$ cat src/rtl/cpu_types_pkg.sv
// Shared CPU datapath types, plus the state, grant record and error word used by the
// instruction/data memory arbiter.
package cpu_types_pkg;

    typedef logic [31:0] word_t;

    typedef enum logic [1:0] {
        FREE   = 2'd0,
        BUSY   = 2'd1,
        ACCESS = 2'd2,
        ERROR  = 2'd3
    } ramstate_t;

    typedef enum logic [1:0] {
        IDLE = 2'd0,
        IACC = 2'd1,
        DACC = 2'd2
    } arb_state_t;

    localparam word_t ARB_ERR_DATA = 32'hBAD0_BAD0;

    // Everything the RAM side needs is captured here so it never sees live requester inputs.
    typedef struct packed {
        word_t addr;
        word_t data;
        logic  write;
    } arb_grant_t;

    function automatic logic [3:0] streakInc(input logic [3:0] cur, input logic [3:0] lim);
        if (cur >= lim) begin
            return lim;
        end else begin
            return cur + 4'd1;
        end
    endfunction

endpackage

$ cat src/rtl/arb_watchdog.sv
// Access watchdog: counts cycles spent in an access state and flags when the limit is hit.
module arb_watchdog
    import cpu_types_pkg::*;
#(
    parameter int unsigned TIMEOUT = 255
) (
    input  logic CLK,
    input  logic nRST,
    input  logic clr,
    input  logic en,
    output logic expired
);

    localparam logic [7:0] LIMIT = 8'(TIMEOUT);

    logic [7:0] count_r;

    // Cycle counter, saturating at the limit so a late abort cannot wrap it.
    always_ff @(posedge CLK or negedge nRST) begin
        if (!nRST) begin
            count_r <= 8'd0;
        end else if (clr) begin
            count_r <= 8'd0;
        end else if (en && (count_r != LIMIT)) begin
            count_r <= count_r + 8'd1;
        end else begin
            count_r <= count_r;
        end
    end

    assign expired = en && (count_r == LIMIT);

endmodule

$ cat src/rtl/mem_arbiter.sv
// Single-port RAM arbiter between the instruction and data paths: data has priority,
// a streak limit protects instruction fetch, and a watchdog aborts a hung RAM.
module mem_arbiter
    import cpu_types_pkg::*;
#(
    parameter int unsigned MAX_D_STREAK = 4,
    parameter int unsigned TIMEOUT      = 255
) (
    input  logic      CLK,
    input  logic      nRST,
    input  logic      iREN,
    input  word_t     iaddr,
    output word_t     iload,
    output logic      iwait,
    input  logic      dREN,
    input  logic      dWEN,
    input  word_t     daddr,
    input  word_t     dstore,
    output word_t     dload,
    output logic      dwait,
    output logic      ramREN,
    output logic      ramWEN,
    output word_t     ramaddr,
    output word_t     ramstore,
    input  word_t     ramload,
    input  ramstate_t ramstate,
    output logic      bus_err
);

    localparam logic [3:0] STREAK_LIM = 4'(MAX_D_STREAK);

    arb_state_t state_r;
    arb_state_t nextState_s;
    arb_grant_t grant_r;
    arb_grant_t grantNext_s;
    logic [3:0] streak_r;
    logic [3:0] streakNext_s;
    logic       abort_r;
    logic       abortNext_s;
    logic       ramREN_r;
    logic       ramRENNext_s;
    logic       ramWEN_r;
    logic       ramWENNext_s;
    logic       iwait_r;
    logic       iwaitNext_s;
    logic       dwait_r;
    logic       dwaitNext_s;
    word_t      iload_r;
    word_t      iloadNext_s;
    word_t      dload_r;
    word_t      dloadNext_s;
    logic       busErr_r;
    logic       busErrNext_s;

    logic inAccess_s;
    logic dReq_s;
    logic canGrant_s;
    logic dataFirst_s;
    logic grantD_s;
    logic grantI_s;
    logic mismatch_s;
    logic done_s;
    logic fault_s;
    logic wdExpired_s;

    assign inAccess_s  = (state_r == IACC) || (state_r == DACC);
    assign dReq_s      = dREN | dWEN;
    // The IDLE cycle that releases a wait never grants: the released requester is still
    // showing its old request there.
    assign canGrant_s  = (state_r == IDLE) & iwait_r & dwait_r;
    assign dataFirst_s = dReq_s & ~(iREN & (streak_r >= STREAK_LIM));
    assign grantD_s    = canGrant_s & dataFirst_s;
    assign grantI_s    = canGrant_s & ~dataFirst_s & iREN;
    assign mismatch_s  = (state_r == IACC) ? (~iREN | (iaddr != grant_r.addr)) :
                         (state_r == DACC) ? (~dReq_s | (daddr != grant_r.addr)) : 1'b0;
    assign done_s      = inAccess_s & (ramstate == ACCESS);
    assign fault_s     = inAccess_s & ((ramstate == ERROR) | wdExpired_s);

    arb_watchdog #(
        .TIMEOUT (TIMEOUT)
    ) uWatchdog (
        .CLK     (CLK),
        .nRST    (nRST),
        .clr     (~inAccess_s),
        .en      (inAccess_s),
        .expired (wdExpired_s)
    );

    // FSM state register.
    always_ff @(posedge CLK or negedge nRST) begin
        if (!nRST) begin
            state_r <= IDLE;
        end else begin
            state_r <= nextState_s;
        end
    end

    // Next-state decision.
    always_comb begin
        nextState_s = state_r;
        case (state_r)
            IDLE: begin
                if (grantD_s) begin
                    nextState_s = DACC;
                end else if (grantI_s) begin
                    nextState_s = IACC;
                end else begin
                    nextState_s = IDLE;
                end
            end
            IACC, DACC: begin
                if (fault_s || done_s) begin
                    nextState_s = IDLE;
                end else begin
                    nextState_s = state_r;
                end
            end
            default: nextState_s = IDLE;
        endcase
    end

    // Next values of grant, streak, strobes, waits, load data and error flag.
    always_comb begin
        grantNext_s  = grant_r;
        streakNext_s = streak_r;
        abortNext_s  = abort_r;
        ramRENNext_s = ramREN_r;
        ramWENNext_s = ramWEN_r;
        iwaitNext_s  = 1'b1;
        dwaitNext_s  = 1'b1;
        iloadNext_s  = iload_r;
        dloadNext_s  = dload_r;
        busErrNext_s = busErr_r;
        case (state_r)
            IDLE: begin
                abortNext_s = 1'b0;
                if (grantD_s) begin
                    grantNext_s  = '{addr: daddr, data: dstore, write: dWEN};
                    ramRENNext_s = ~dWEN;
                    ramWENNext_s = dWEN;
                    streakNext_s = iREN ? streakInc(streak_r, STREAK_LIM) : 4'd0;
                end else if (grantI_s) begin
                    grantNext_s  = '{addr: iaddr, data: 32'h0000_0000, write: 1'b0};
                    ramRENNext_s = 1'b1;
                    ramWENNext_s = 1'b0;
                    streakNext_s = 4'd0;
                end else begin
                    ramRENNext_s = 1'b0;
                    ramWENNext_s = 1'b0;
                    streakNext_s = iREN ? streak_r : 4'd0;
                end
            end
            IACC, DACC: begin
                if (fault_s) begin
                    ramRENNext_s = 1'b0;
                    ramWENNext_s = 1'b0;
                    busErrNext_s = 1'b1;
                    if (state_r == IACC) begin
                        iwaitNext_s = 1'b0;
                        iloadNext_s = ARB_ERR_DATA;
                    end else begin
                        dwaitNext_s = 1'b0;
                        dloadNext_s = ARB_ERR_DATA;
                    end
                end else if (done_s) begin
                    ramRENNext_s = 1'b0;
                    ramWENNext_s = 1'b0;
                    if (!(abort_r | mismatch_s)) begin
                        if (state_r == IACC) begin
                            iwaitNext_s = 1'b0;
                            iloadNext_s = ramload;
                        end else begin
                            dwaitNext_s = 1'b0;
                            dloadNext_s = grant_r.write ? dload_r : ramload;
                        end
                    end else begin
                        abortNext_s = 1'b1;
                    end
                end else begin
                    abortNext_s = abort_r | mismatch_s;
                end
            end
            default: begin
                ramRENNext_s = 1'b0;
                ramWENNext_s = 1'b0;
            end
        endcase
    end

    // Registered outputs and grant/streak bookkeeping.
    always_ff @(posedge CLK or negedge nRST) begin
        if (!nRST) begin
            grant_r  <= '{addr: 32'h0000_0000, data: 32'h0000_0000, write: 1'b0};
            streak_r <= 4'd0;
            abort_r  <= 1'b0;
            ramREN_r <= 1'b0;
            ramWEN_r <= 1'b0;
            iwait_r  <= 1'b1;
            dwait_r  <= 1'b1;
            iload_r  <= 32'h0000_0000;
            dload_r  <= 32'h0000_0000;
            busErr_r <= 1'b0;
        end else begin
            grant_r  <= grantNext_s;
            streak_r <= streakNext_s;
            abort_r  <= abortNext_s;
            ramREN_r <= ramRENNext_s;
            ramWEN_r <= ramWENNext_s;
            iwait_r  <= iwaitNext_s;
            dwait_r  <= dwaitNext_s;
            iload_r  <= iloadNext_s;
            dload_r  <= dloadNext_s;
            busErr_r <= busErrNext_s;
        end
    end

    assign ramREN   = ramREN_r;
    assign ramWEN   = ramWEN_r;
    assign ramaddr  = grant_r.addr;
    assign ramstore = grant_r.data;
    assign iwait    = iwait_r;
    assign dwait    = dwait_r;
    assign iload    = iload_r;
    assign dload    = dload_r;
    assign bus_err  = busErr_r;

endmodule

$ cat config.mk
export PLATFORM = sky130hd
export DESIGN_NAME = mem_arbiter
export DESIGN_NICKNAME = d
export VERILOG_FILES = /design/src/rtl/cpu_types_pkg.sv /design/src/rtl/arb_watchdog.sv /design/src/rtl/mem_arbiter.sv
export SDC_FILE = /design/constraint.sdc
export NUM_CORES = 1
export LEC_CHECK = 0
export BUFFER_PORTS_ARGS = -buffer_cell sky130_fd_sc_hd__buf_2
export CAP_MARGIN = 20
export CORE_UTILIZATION = 40
export DETAILED_ROUTE_END_ITERATION = 16
export PLACE_DENSITY = 0.73
export SLEW_MARGIN = 20
export SYNTH_ARGS = -nofsm -noshare
export SYNTH_HDL_FRONTEND = slang
export SYNTH_HIERARCHICAL = 1
export SYNTH_SLANG_ARGS = --single-unit
$ cat constraint.sdc
create_clock -name CLK -period 2.13 [get_ports CLK]
set_input_delay 0.3195 -clock CLK [delete_from_list [all_inputs] [get_ports CLK]]
set_output_delay 0.3195 -clock CLK [all_outputs]
set_load 0.02 [all_outputs]
; Word-level counts from Yosys, hierarchy flattened
; Cells that the tools add are included.
[word_totals]
regBits = 149
latch_bits = 0
ramBits = 0
romBits = 0
out_inout_bits = 133
elab_cells = 115
memories = 0
[classes]
n_addsub = 2
mul = 0
div = 0
n_lt_le_gt_ge = 1
eq_ne = 16
n_shift = 0
n_mux = 47
n_bitwise = 20
n_reduce_logical = 15
[ops]
columns = cell, count
row1 = 2-to-1 mux 32 bit, 11
row2 = 2-to-1 mux 65 bit, 2
row3 = != test 32 bit, 2
row4 = 2-to-1 mux 1 bit, 21
row5 = 2-to-1 mux 4 bit, 5
row6 = 2-to-1 mux 8 bit, 2
row7 = AND 1 bit, 9
row8 = adder 8 x 1 -> 8 bit (second input constant), 1
row9 = == test 8 bit (second input constant), 1
row10 = != test 8 bit (second input constant), 1
row11 = == test 2 bit (second input constant), 3
row12 = != test 2 bit (second input constant), 3
row13 = != test 3 bit (second input constant), 2
row14 = inverter 1 bit, 6
row15 = one-hot mux 1 bit (2 select lines), 3
row16 = AND reduction 2 bit, 3
row17 = nonzero test 2 bit, 3
row18 = OR 1 bit, 5
row19 = AND reduction 5 bit, 1
row20 = adder 4 x 1 -> 4 bit (second input constant), 1
row21 = >= comparator 4 x 3 -> 1 bit (second input constant), 1
row22 = 2-to-1 mux 2 bit, 2
row23 = != test 2 x 1 -> 1 bit (second input constant), 2
row24 = one-hot mux 2 bit (2 select lines), 1
row25 = 8 further kinds, 10

; Longest topological paths before layout
; Gate-level depths: netlist (run 1).
[depth]
ltp_word = 10
ltp_mapped = 12
depth_no_buf = 9

; By module
; The synthesis (run 1) kept the hierarchy.
[by_module_without_submodules]
columns = module, n_inst, cells_each, area_per_inst_um2
row1 = mem_arbiter, 1, 617, 6771.5
row2 = arb_watchdog, 1, 47, 508.0

; Worst setup path before layout (run 1)
; Ideal clock, no wire load.
[synth_timing]
kind = flip-flop to flip-flop
start = register state_r[0]
end = register iload_r[14] (netlist: iload[14])
arrival_ns = 2.197
t_required_ns = 2.009
path_slack_ns = -0.188
stages_incl_launch_ff = 11
n_path_buf = 2
path_cell_list = dfrtp_1 > inv_1 > ha_1 > nand2_1 > or2_2 > nor4_2 > o21a_1 > buf_4 > inv_2 > buf_6 > a22o_1
[synth_between]
elab_chain_cells = 7
word_cells_on_any_way = 15
cone_classes = 3 x eq/ne / 3 x mux / 4 x bitwise / 5 x reduce/logical
[synth_lines]
columns = item, line_no
row1 = "start, declared", mem_arbiter.sv:32  ; arb_state_t state_r;
row2 = "start signal, assigned", mem_arbiter.sv:94  ; state_r <= nextState_s;
row3 = == test 2 x 1 -> 1 bit or == test 2 bit (tied branches), mem_arbiter.sv:66  ; assign inAccess_s = (state_r == IACC) || (state_r == DACC);
row4 = logical OR 1 bit (*), mem_arbiter.sv:66
row5 = net inAccess_s, mem_arbiter.sv:55  ; logic inAccess_s;
row6 = logical AND 1 bit, arb_watchdog.sv:31  ; assign expired = en && (count_r == LIMIT);
row7 = OR 1 bit, mem_arbiter.sv:77  ; assign fault_s = inAccess_s & ((ramstate == ERROR) | wdExpired_s);
row8 = AND 1 bit, mem_arbiter.sv:77
row9 = != test 2 bit (no source line) or nonzero test 2 bit (tied branches), -
row10 = AND reduction 4 bit (no source line), -
row11 = "end signal, assigned", mem_arbiter.sv:211  ; iload_r <= iloadNext_s;
row12 = "end, declared", mem_arbiter.sv:48  ; word_t iload_r;
; The timed path passes the listed nets; every way through them passes the cells marked *.
; A chain may end at the register's enable or synchronous reset.

; Worst setup path after layout (run 1)
[layout_timing]
start = register grant_r (netlist bit ramaddr[16])
end = register dload_r[31] (netlist: dload[31])
[layout_between]
elab_chain_cells = 7
word_cells_on_any_way = 9
cone_classes = 3 x eq/ne / 2 x mux / 3 x bitwise / 1 x reduce/logical
[layout_lines]
columns = item, line_no
row1 = "start, declared", mem_arbiter.sv:34  ; arb_grant_t grant_r;
row2 = "start signal, assigned", mem_arbiter.sv:193  ; grant_r <= '{addr: 32'h0000_0000, data: 32'h0000_0000, write: 1'b0};
row3 = "start signal, assigned", mem_arbiter.sv:204  ; grant_r <= grantNext_s;
row4 = != test 32 bit, mem_arbiter.sv:75  ; (state_r == DACC) ? (~dReq_s | (daddr != grant_r.addr)) : 1'b0;
row5 = OR 1 bit, mem_arbiter.sv:75
row6 = 2-to-1 mux 1 bit, mem_arbiter.sv:75
row7 = 2-to-1 mux 1 bit (*), mem_arbiter.sv:74  ; assign mismatch_s = (state_r == IACC) ? (~iREN | (iaddr != grant_r.addr)) :
row8 = OR 1 bit (*), mem_arbiter.sv:168  ; if (!(abort_r | mismatch_s)) begin
row9 = != test 2 bit (no source line) (*), -
row10 = AND reduction 5 bit (no source line) (*), -
row11 = "end signal, assigned", mem_arbiter.sv:212  ; dload_r <= dloadNext_s;
row12 = "end, declared", mem_arbiter.sv:50  ; word_t dload_r;
; Every way passes the cells marked *; elsewhere a longest branch is shown, timed or not.

==> impl_metrics.csv, run 1 <==
group,metric,value,unit
routing,drcViolationCount,0,
global_routing,grt_pass1_vias,6211,
sta,rsz0062_at_grt,"yes",
synth,synth.distinct_cells,55,
setup_path,required,2.49,ns
final_layout,drive_gt1_share,43.4,%
floorplanning,io_pins,268,
global_routing,grt_overflow,0,
floorplanning,start_util,41.5,%
setup_path,slowest_stage,"dfrtp_1",
cts,cts_buffers,17,
synth,async_flop_share,100,%
cts,clk_pin_slew,0.07,ns
floorplanning,die-area,18700,sq um
sta,fin_crit_sh,110,%
setup_path,worstSetupPathType,"reg -> reg",
sta,hold_violations,0,
pwr,total_power,0.0140,W
synth,synth_fp_nets,804,
setup_path,end_kind,"register",
placed_design,dp_hpwl,14.9,mm
synth,syn_area,7280,sq um
cts,cts_tree,"built",
global_routing,grt_max_degree,49,
cts,cts_buffer_depth,2,
routing,wl_per_cell,18.4,microns
final_layout,fin_nets,1055,
setup_path,crit_chain,"buf_4 > xor2_2 > nor4_1 > nand2_1 > o32ai_2 > and4_4 > buf_12 > o32a_1",
setup_path,crit_family,"simple AND/OR/NAND/NOR gates",
synth,synthCells,664,
sta,clock-skew-final,0.0100,ns
sta,max_slew_margin,63.5,%
setup_path,worstSetupStartpointType,"register",
placed_design,gp_routability_congestion,0.900,
routing,firstDrtPassIters,7,
final_layout,area_growth_syn_to_layout,32.8,%
synth,synth_flop_cell,"dfrtp_1",
synth,ys_ff_latch,149,
floorplanning,fp.dieH,137,microns
pwr,powerDensity,1450,nW/um^2
floorplanning,fp-row-count,48,
status,violations,"setup timing",
setup_path,critPathMaxStageDelay,0.39,ns
placed_design,dp_slack,-0.232,ns
synth,avgSynthCellArea,11.0,sq um
global_routing,grt_antenna_before_repair,4,
routing,postRouteAntennaNets,0,
sta,maxSlewViolCount,0,
sta,tightestPinTransition,0.547,ns
setup_path,crit_arrival,2.71,ns
worst_hold_path,hold_path.class,"in -> reg",
synth,synth_edf_count,0,
setup_path,reg2reg_slack,-0.21,ns
setup_path,crit_fanout,16,
routing,drt_iter0_drc,298,
routing,wirelength,21.3,mm
sta,fin_crit,2.34,ns
floorplanning,core_area,17500,sq um
pwr,vdd_drop_max,0.742,mV
cts,insertion_delay,0.43,ns
sta,setup_viol,66,
job,maxCapViolCount,0,
placed_design,port_buffers,267,
global_routing,grt_pass1_wl,32.4,mm
global_routing,grt_use_total,22.7,%
synth,synth_seq_area_share,51.3,%
status,outcome,"finished with violations",
cts,clock-sinks,149,
setup_path,path_buf_inv,2,
cts,cts_root_buf,"clkbuf_16",
cts,cts-htree-levels,4,
sta,fmax,427,MHz
sta,fin_ws,-0.215,ns
synth,yosys_warnings,6,
pwr,p_leak,4.56,nW
routing,vias_per_cell,5.38,
floorplanning,die_x,137,microns
routing,via_count,6223,
[cell families (layout without fill, tap and decap cells)]
kind of cell | count (synthesis) | count (layout) | synth area share [%]
AOI/OAI and AO/OA | 197 | 197 | 20.6
DFF | 149 | 149 | 51.3
and+or+nand+nor | 136 | 136 | 9.25
buffers and inverters | 109 | 373 | 9.64
xor gates and xnor gates | 64 | 64 | 7.70
adders and majority gates | 5 | 5 | 0.859
muxes | 4 | 4 | 0.705
other | 0 | 4 | 0
[placed cells by master, fill, tap and decap left out, drive strengths merged, types with 4 or more instances in the layout]
cell type	instances
dfrtp	147
a22o	49
and4	4
inv	16
nor2	44
nand2	35
o2bb2ai	16
o32a	17
xor2	60
clkbuf	17
o22a	16
a21oi	39
diode	4
ha	5
xnor2	4
nand4	6
nor3	5
nand2b	4
clkinv	6
nand3	6
nor4	21
buf	331
o21ai	7
o22ai	33
[per-layer routing]
layer	share of wire, %	track usage (%)
met5	0	0
met2	48	35.1
met4	2.9	10.3
met3	6.5	6.00
met1	42	29.8
[registers in the layout (all words and copies together) (netlist names), 2 cells and up]
name	flops
ramstore	32
streak_r	4
dload	32
ramaddr	32
uWatchdog/count_r	8
iload	32
state_r	2
[power by group]
group	leakage [nW]	total, W	switching [W]	internal [W]
Sequential	1.82	0.00463	0.000770	0.00386
Combinational	2.46	0.00639	0.00378	0.00261
Clock	0.288	0.00300	0.00133	0.00166
[worst paths after layout]
| path | from | endpoint | cells past startpoint |
|---|---|---|---|
| worst max-delay path | ramaddr[16] | dload[31] | 8 |
| worst min-delay path | dstore[6] | ramstore[6] | 2 |
| worst max register to register | ramaddr[16] | dload[31] | 8 |
| worst min register to register | bus_err | bus_err | 1 |
| max in group asynchronous | nRST | iload[22] | 3 |
| min in group asynchronous | nRST | dload[10] | 2 |
[through the flow]
| stage | std cells | hold WS, ns | utilization, % | TNS, ns | cell area [sq um] |
|---|---|---|---|---|---|
| global placement | 1110 | 0.169 | 50.2 | -8.29 | 8800 |
| CTS | 1145 | 0.0891 | 53.9 | -7.59 | 9460 |
| floorplan | 664 | 0.0239 | - | 0 | 7290 |
| detailed placement | 1110 | 0.166 | 50.2 | -10.34 | 8800 |
| global route | 1157 | 0.0854 | 55.1 | -12.24 | 9660 |
| finish | 1157 | 0.105 | 55.1 | -9.00 | 9660 |
[layout make-up]
cell class / instances / area [sq um]
fillers: 1551 / 7870
well taps: 225 / 282
clock buffers: 17 / 425
diodes: 4 / 10.0
multi-input cells: 406 / 3000
inverters: 8 / 35.0
flip-flops and latches: 149 / 3730
repair inverters: 1 / 11.3
clock inverters: 15 / 163
repair buffers: 332 / 2010
[synthesized netlist by cell type, types with 6 or more instances]
cell type | instances | share of area [%]
dfrtp_1 | 147 | 51
buf_4 | 65 | 6.7
xor2_1 | 60 | 7.2
a22o_1 | 49 | 5.9
nor2_1 | 44 | 2.3
a21oi_1 | 38 | 2.6
nand2_1 | 35 | 1.8
o22ai_1 | 33 | 2.8
clkbuf_1 | 23 | 1.2
nor4_1 | 19 | 1.6
o32a_1 | 17 | 2.3
o22a_1 | 16 | 1.9
o2bb2ai_1 | 16 | 1.9
buf_2 | 8 | 0.55
inv_1 | 7 | 0.36
nand3_1 | 6 | 0.41
nand4_1 | 6 | 0.52
o21ai_0 | 6 | 0.41
[timing repair]
| item | CTS | global route |
|---|---|---|
| hold buffers | 1 | 0 |
| gates resized for setup | 9 | 26 |
| pin swaps | 8 | 15 |
| setup buffers | 1 | 8 |
| hold endpoints to repair | 23 | 0 |
| endpoints found under the setup margin | 66 | 67 |
| cloned | 1 | 1 |
No activity file was read; power rests on OpenSTA's default activity.
==> run 2: changes to the inputs <==
--- a/config.mk
+++ b/config.mk
@@ -5,7 +5,7 @@
 export SDC_FILE = /design/constraint.sdc
 export NUM_CORES = 1
 export LEC_CHECK = 0
-export BUFFER_PORTS_ARGS = -buffer_cell sky130_fd_sc_hd__buf_2
+export BUFFER_PORTS_ARGS = -buffer_cell sky130_fd_sc_hd__buf_4
 export CAP_MARGIN = 20
 export CORE_UTILIZATION = 40
 export DETAILED_ROUTE_END_ITERATION = 16
==> run 2 against run 1 <==
The run still ends with setup timing left. Die area stayed put. Sequential share of layout area decreased by 3.0 points. Total power increased by 6.1%. Critical endpoint is now dload[6]. Largest cell class unchanged. Highest routed layer unchanged.
==> impl_metrics.csv, run 2 (same netlist as run 1, synthesis figures left out) <==
group,metric,value,unit
sta,fmax,432,MHz
setup_path,crit_family,"simple AND/OR/NAND/NOR gates",
final_layout,fill_cells,1497,
routing,via_count,6275,
cts,cts_buffer_depth,2,
final_layout,fin_nets,1070,
cts,cts-htree-levels,4,
setup_path,reg2reg_depth,9,
floorplanning,fp-row-count,48,
cts,clock-sinks,149,
setup_path,path_buf_inv,3,
cts,cts_buffers,17,
routing,wirelength,22.1,mm
cts,cts_root_buf,"clkbuf_16",
global_routing,grt_antenna_before_repair,0,
routing,postRouteAntennaNets,0,
floorplanning,die_x,137,microns
pwr,powerDensity,1420,nW/um^2
routing,drcViolationCount,0,
global_routing,grt_pass1_wl,33.7,mm
job,maxCapViolCount,0,
pwr,p_leak,4.86,nW
setup_path,crit_chain,"xor2_1 > nor4_2 > buf_4 > nand3_1 > o31ai_2 > buf_4 > and4_4 > buf_12 > o32a_1",
sta,fin_crit,2.31,ns
final_layout,area_growth_syn_to_layout,43.9,%
setup_path,crit_arrival,2.67,ns
placed_design,gp_routability_congestion,0.887,
global_routing,grt_pass1_vias,6259,
setup_path,crit_path_frequent_cell,"buf_4",
sta,hold_violations,0,
setup_path,crit_fanout,16,
floorplanning,die-area,18700,sq um
sta,tightestPinTransition,0.525,ns
final_layout,layout_commonest_cell,"buf_4",
sta,max_slew_margin,65.0,%
setup_path,end_kind,"register",
placed_design,dp_slack,-0.231,ns
floorplanning,core_area,17500,sq um
sta,setup_viol,66,
status,violations,"setup timing",
setup_path,required,2.49,ns
setup_path,worstSetupPathType,"reg -> reg",
setup_path,critPathMaxStageDelay,0.42,ns
cts,insertion_delay,0.42,ns
cts,clk_pin_slew,0.07,ns
sta,fin_crit_sh,109,%
routing,wl_per_cell,18.9,microns
floorplanning,io_pins,268,
pwr,vdd_drop_max,0.827,mV
placed_design,dp_hpwl,15.2,mm
global_routing,grt_use_total,23.9,%
placed_design,port_buffers,267,
sta,final.setup.tns,-7.84,ns
final_layout,final_cell_mix,"323 x buf_4, 147 x dfrtp_1, 58 x xor2_1",
global_routing,grt_max_degree,56,
floorplanning,start_util,41.5,%
worst_hold_path,whs_path_depth,2,
routing,drt_iter0_drc,350,
sta,fin_ws,-0.184,ns
worst_hold_path,hold_path.class,"in -> reg",
final_layout,num_antenna_cells,0,
routing,vias_per_cell,5.37,
setup_path,slowest_stage,"dfrtp_1",
cts,cts_tree,"built",
global_routing,grt_overflow,0,
setup_path,worstSetupStartpointType,"register",
sta,rsz0062_at_grt,"yes",
routing,firstDrtPassIters,6,
sta,maxSlewViolCount,0,
status,outcome,"finished with violations",
setup_path,crit_cells,9,
final_layout,drive_gt1_share,43.7,%
sta,clock-skew-final,0.0122,ns
floorplanning,fp.dieH,137,microns
## run 2: changes by cell type in the layout (fill, tap and decap cells not counted), sizes merged
cell / delta
buf: +13
diode: -4
clkinvlp: +3
clkbuf: +2
inv: -2
clkinv: -1
## run 2: report_power, final
| group | internal (W) | total (W) | switching [W] | leakage [nW] |
|---|---|---|---|---|
| sequential | 0.00386 | 0.00465 | 0.000795 | 1.82 |
| clock | 0.00170 | 0.00305 | 0.00135 | 0.289 |
| combinational | 0.00335 | 0.00716 | 0.00381 | 2.75 |
## run 2: worst paths after layout
check | endpoint | slack, ns | startpoint
setup / recovery | dload[6] | -0.18 | ramaddr[18]
max in group asynchronous | iload[31] | 1.05 | nRST
min in group asynchronous | dload[21] | 0.41 | nRST
hold / removal | dload[26] | 0.11 | ramload[26]
hold reg to reg | streak_r[2] | 0.47 | streak_r[2]
setup reg to reg | dload[6] | -0.18 | ramaddr[18]
## run 2: layer usage
layer | track usage [%] | up-vias | part of all wire [%]
met5 | 0 | - | 0
met4 | 9.89 | 0 | 2.5
met3 | 5.59 | 36 | 6.0
met2 | 37.9 | 225 | 49
met1 | 31.4 | 3112 | 42
li1 | - | 2902 | -
## run 2: layout make-up
class / instances / area [sq um] / share of cell area [%]
clock buffers: 18 / 439 / 4.19
clock inverters: 14 / 164 / 1.56
inverters: 8 / 32.5 / 0.311
multi-input cells: 406 / 2990 / 28.5
flip-flops and latches: 149 / 3730 / 35.6
well taps: 225 / 282 / 2.69
repair buffers: 346 / 2830 / 27.0
repair inverters: 2 / 15.0 / 0.143
## run 2: stage by stage
stage | utilization, % | hold slack (ns) | instance area (sq um) | cells | total power, W
floorplan | - | 0.0239 | 7290 | 664 | 0.00904
global placement | 54.1 | 0.318 | 9490 | 1113 | 0.0114
detailed placement | 54.1 | 0.317 | 9490 | 1113 | 0.0115
CTS | 59.2 | 0.0952 | 10400 | 1162 | 0.0148
global route | 59.7 | 0.0892 | 10500 | 1168 | 0.0157
finish | 59.7 | 0.113 | 10500 | 1168 | 0.0149
## run 2: repair_timing
item / 4_1_cts / 5_1_grt
gates resized for setup: 24 / 11
setup endpoints to repair: 65 / 66
setup buffers: 11 / 7
hold buffers: 1 / 0
hold endpoints to repair: 47 / 0
cloned: 5 / 0
pin swaps: 25 / 10
==> run 3: changes to the inputs <==
--- a/config.mk
+++ b/config.mk
@@ -9,7 +9,8 @@
 export CAP_MARGIN = 20
 export CORE_UTILIZATION = 40
 export DETAILED_ROUTE_END_ITERATION = 16
-export PLACE_DENSITY = 0.73
+export GPL_TIMING_DRIVEN = 0
+export PLACE_DENSITY = 0.66
 export SLEW_MARGIN = 20
 export SYNTH_ARGS = -nofsm -noshare
 export SYNTH_HDL_FRONTEND = slang
==> run 3 against run 2 <==
The flow still finishes with violations (setup timing). Non-clock buffer count is 51 higher. Final area up 3.7%. Total power grew 4.5%. Critical path depth unchanged. Clock skew is 0.0013 ns lower. Critical endpoint is now dload[11].
==> impl_metrics.csv, run 3 (same netlist as run 1, synthesis figures left out) <==
group,metric,value,unit
status,outcome,"finished with violations",
status,violations,"setup timing",
cts,cts_buffers,17,
setup_path,worstSetupPathType,"reg -> reg",
placed_design,gp_routability_congestion,0.823,
worst_hold_path,hold_path.class,"in -> reg",
cts,cts_buffer_depth,2,
routing,firstDrtPassIters,4,
sta,hold_violations,0,
floorplanning,fp.dieH,137,microns
sta,setup_viol,66,
cts,clk_pin_slew,0.07,ns
setup_path,end_kind,"register",
final_layout,num_antenna_cells,0,
pwr,total_power,0.0155,W
floorplanning,core_area,17500,sq um
routing,wirelength,22.9,mm
cts,insertion_delay,0.42,ns
floorplanning,die_x,137,microns
setup_path,crit_chain,"xor2_2 > nor4_4 > nand3_2 > buf_6 > o32ai_4 > and4_1 > buf_6 > buf_8 > o32a_1",
final_layout,layoutNonFillerInstCount,1217,
job,maxCapViolCount,0,
global_routing,grt_max_degree,95,
final_layout,layout_commonest_cell,"buf_4",
placed_design,port_buffers,267,
floorplanning,die-area,18700,sq um
final_layout,fill_cells,1492,
setup_path,crit_path_frequent_cell,"buf_6",
final_layout,seq_area,3740,sq um
placed_design,dp_hpwl,16.3,mm
final_layout,fin_nets,1119,
sta,final.setup.tns,-13.95,ns
placed_design,dpl.cell_count,1157,
global_routing,grt_use_met3,6.96,%
final_layout,stdcell_area,10900,sq um
final_layout,drive_gt1_share,46.4,%
routing,via_count,6416,
pwr,powerDensity,1430,nW/um^2
setup_path,crit_family,"simple AND/OR/NAND/NOR gates",
global_routing,grt_use_total,24.1,%
sta,fin_crit,2.39,ns
sta,tightestPinTransition,0.881,ns
final_layout,final_cell_mix,"345 x buf_4, 143 x dfrtp_1, 56 x xor2_1",
setup_path,critPathMaxStageDelay,0.44,ns
sta,maxSlewViolCount,0,
setup_path,crit_fanout,10,
placed_design,postPlaceCellArea,9610,sq um
sta,fin_crit_sh,112,%
setup_path,slowest_stage,"dfrtp_2",
global_routing,grt_pass1_vias,6379,
cts,cts-htree-levels,4,
setup_path,worstSetupStartpointType,"register",
final_layout,multiInputGateArea,3080,sq um
final_layout,area_growth_syn_to_layout,49.2,%
routing,drt_iter0_drc,217,
cts,cts_root_buf,"clkbuf_16",
global_routing,grtUsageMet2,37.4,%
global_routing,grt_overflow,0,
pwr,vdd_drop_max,0.782,mV
routing,wl_per_cell,18.8,microns
floorplanning,start_util,41.5,%
routing,vias_per_cell,5.27,
cts,clock-sinks,149,
sta,max_slew_margin,40.8,%
floorplanning,io_pins,268,
global_routing,grt_antenna_before_repair,0,
sta,fin_ws,-0.264,ns
routing,drcViolationCount,0,
setup_path,path_buf_inv,3,
sta,clock-skew-final,0.0109,ns
global_routing,grt_pass1_wl,34.1,mm
setup_path,crit_arrival,2.75,ns
routing,postRouteAntennaNets,0,
pwr,p_leak,5.09,nW
cts,cts_tree,"built",
setup_path,required,2.48,ns
floorplanning,fp-row-count,48,
sta,rsz0062_at_grt,"yes",
global_routing,grtUsageMet1,32.0,%
sta,fmax,418,MHz
global_routing,top_usage_layer,"met2",
==> run 3: changes by cell type in the layout (fill, tap and decap cells not counted), sizes merged <==
cell | previous run | this run
buf | 344 | 370
bufinv | 1 | 3
clkbuf | 19 | 42
clkinv | 5 | 2
clkinvlp | 4 | 2
dlymetal6s2s | 0 | 1
inv | 14 | 16
==> run 3: cell type report <==
cell class                 count  area share [%]
buffer                       101            6.97
clock buffer                  17            3.92
clock inverter                15            1.93
inverter                       8           0.346
multi-input combinational    406            28.3
sequential                   149            34.4
tap                          225            2.59
timing repair buffer         296            21.5
==> run 3: power breakdown <==
part	total, W	switching [W]	internal, W
logic	0.00755	0.00395	0.00361
registers	0.00470	0.000834	0.00386
clock network	0.00327	0.00137	0.00190
==> run 3: metal layers <==
layer	share of wire [%]	wire length, microns
met4	1.9	431
met1	44	9990
met2	47	10800
met5	0	0
met3	7.2	1640
==> run 3: what timing repair did <==
action / CTS / global route
setup buffers: 15 / 7
hold buffers: 1 / 0
endpoints found under the hold margin: 55 / 0
cloned: 2 / 3
resized for setup: 46 / 52
endpoints found under the setup margin: 127 / 114
pin swaps: 17 / 39
==> run 3: stage by stage <==
step	util, %	worst slack [ns]	hold slack [ns]
final	62.0	-0.264	0.107
after CTS	60.1	-0.217	0.0929
after global placement	54.6	-0.708	0.452
after global routing	62.0	-0.322	0.0966
after detailed placement	54.8	-0.732	0.281
after floorplan	-	0.0538	0.0239
==> run 3: final timing paths <==
path | from | to | slack [ns] | cells past startpoint
max in group asynchronous | nRST | ramstore[7] | 0.87 | 3
min in group asynchronous | nRST | dload[10] | 0.41 | 2
setup / recovery | ramaddr[5] | dload[11] | -0.26 | 9
hold / removal | ramload[30] | dload[30] | 0.11 | 2
setup reg to reg | ramaddr[5] | dload[11] | -0.26 | 9
hold reg to reg | streak_r[2] | streak_r[2] | 0.48 | 2
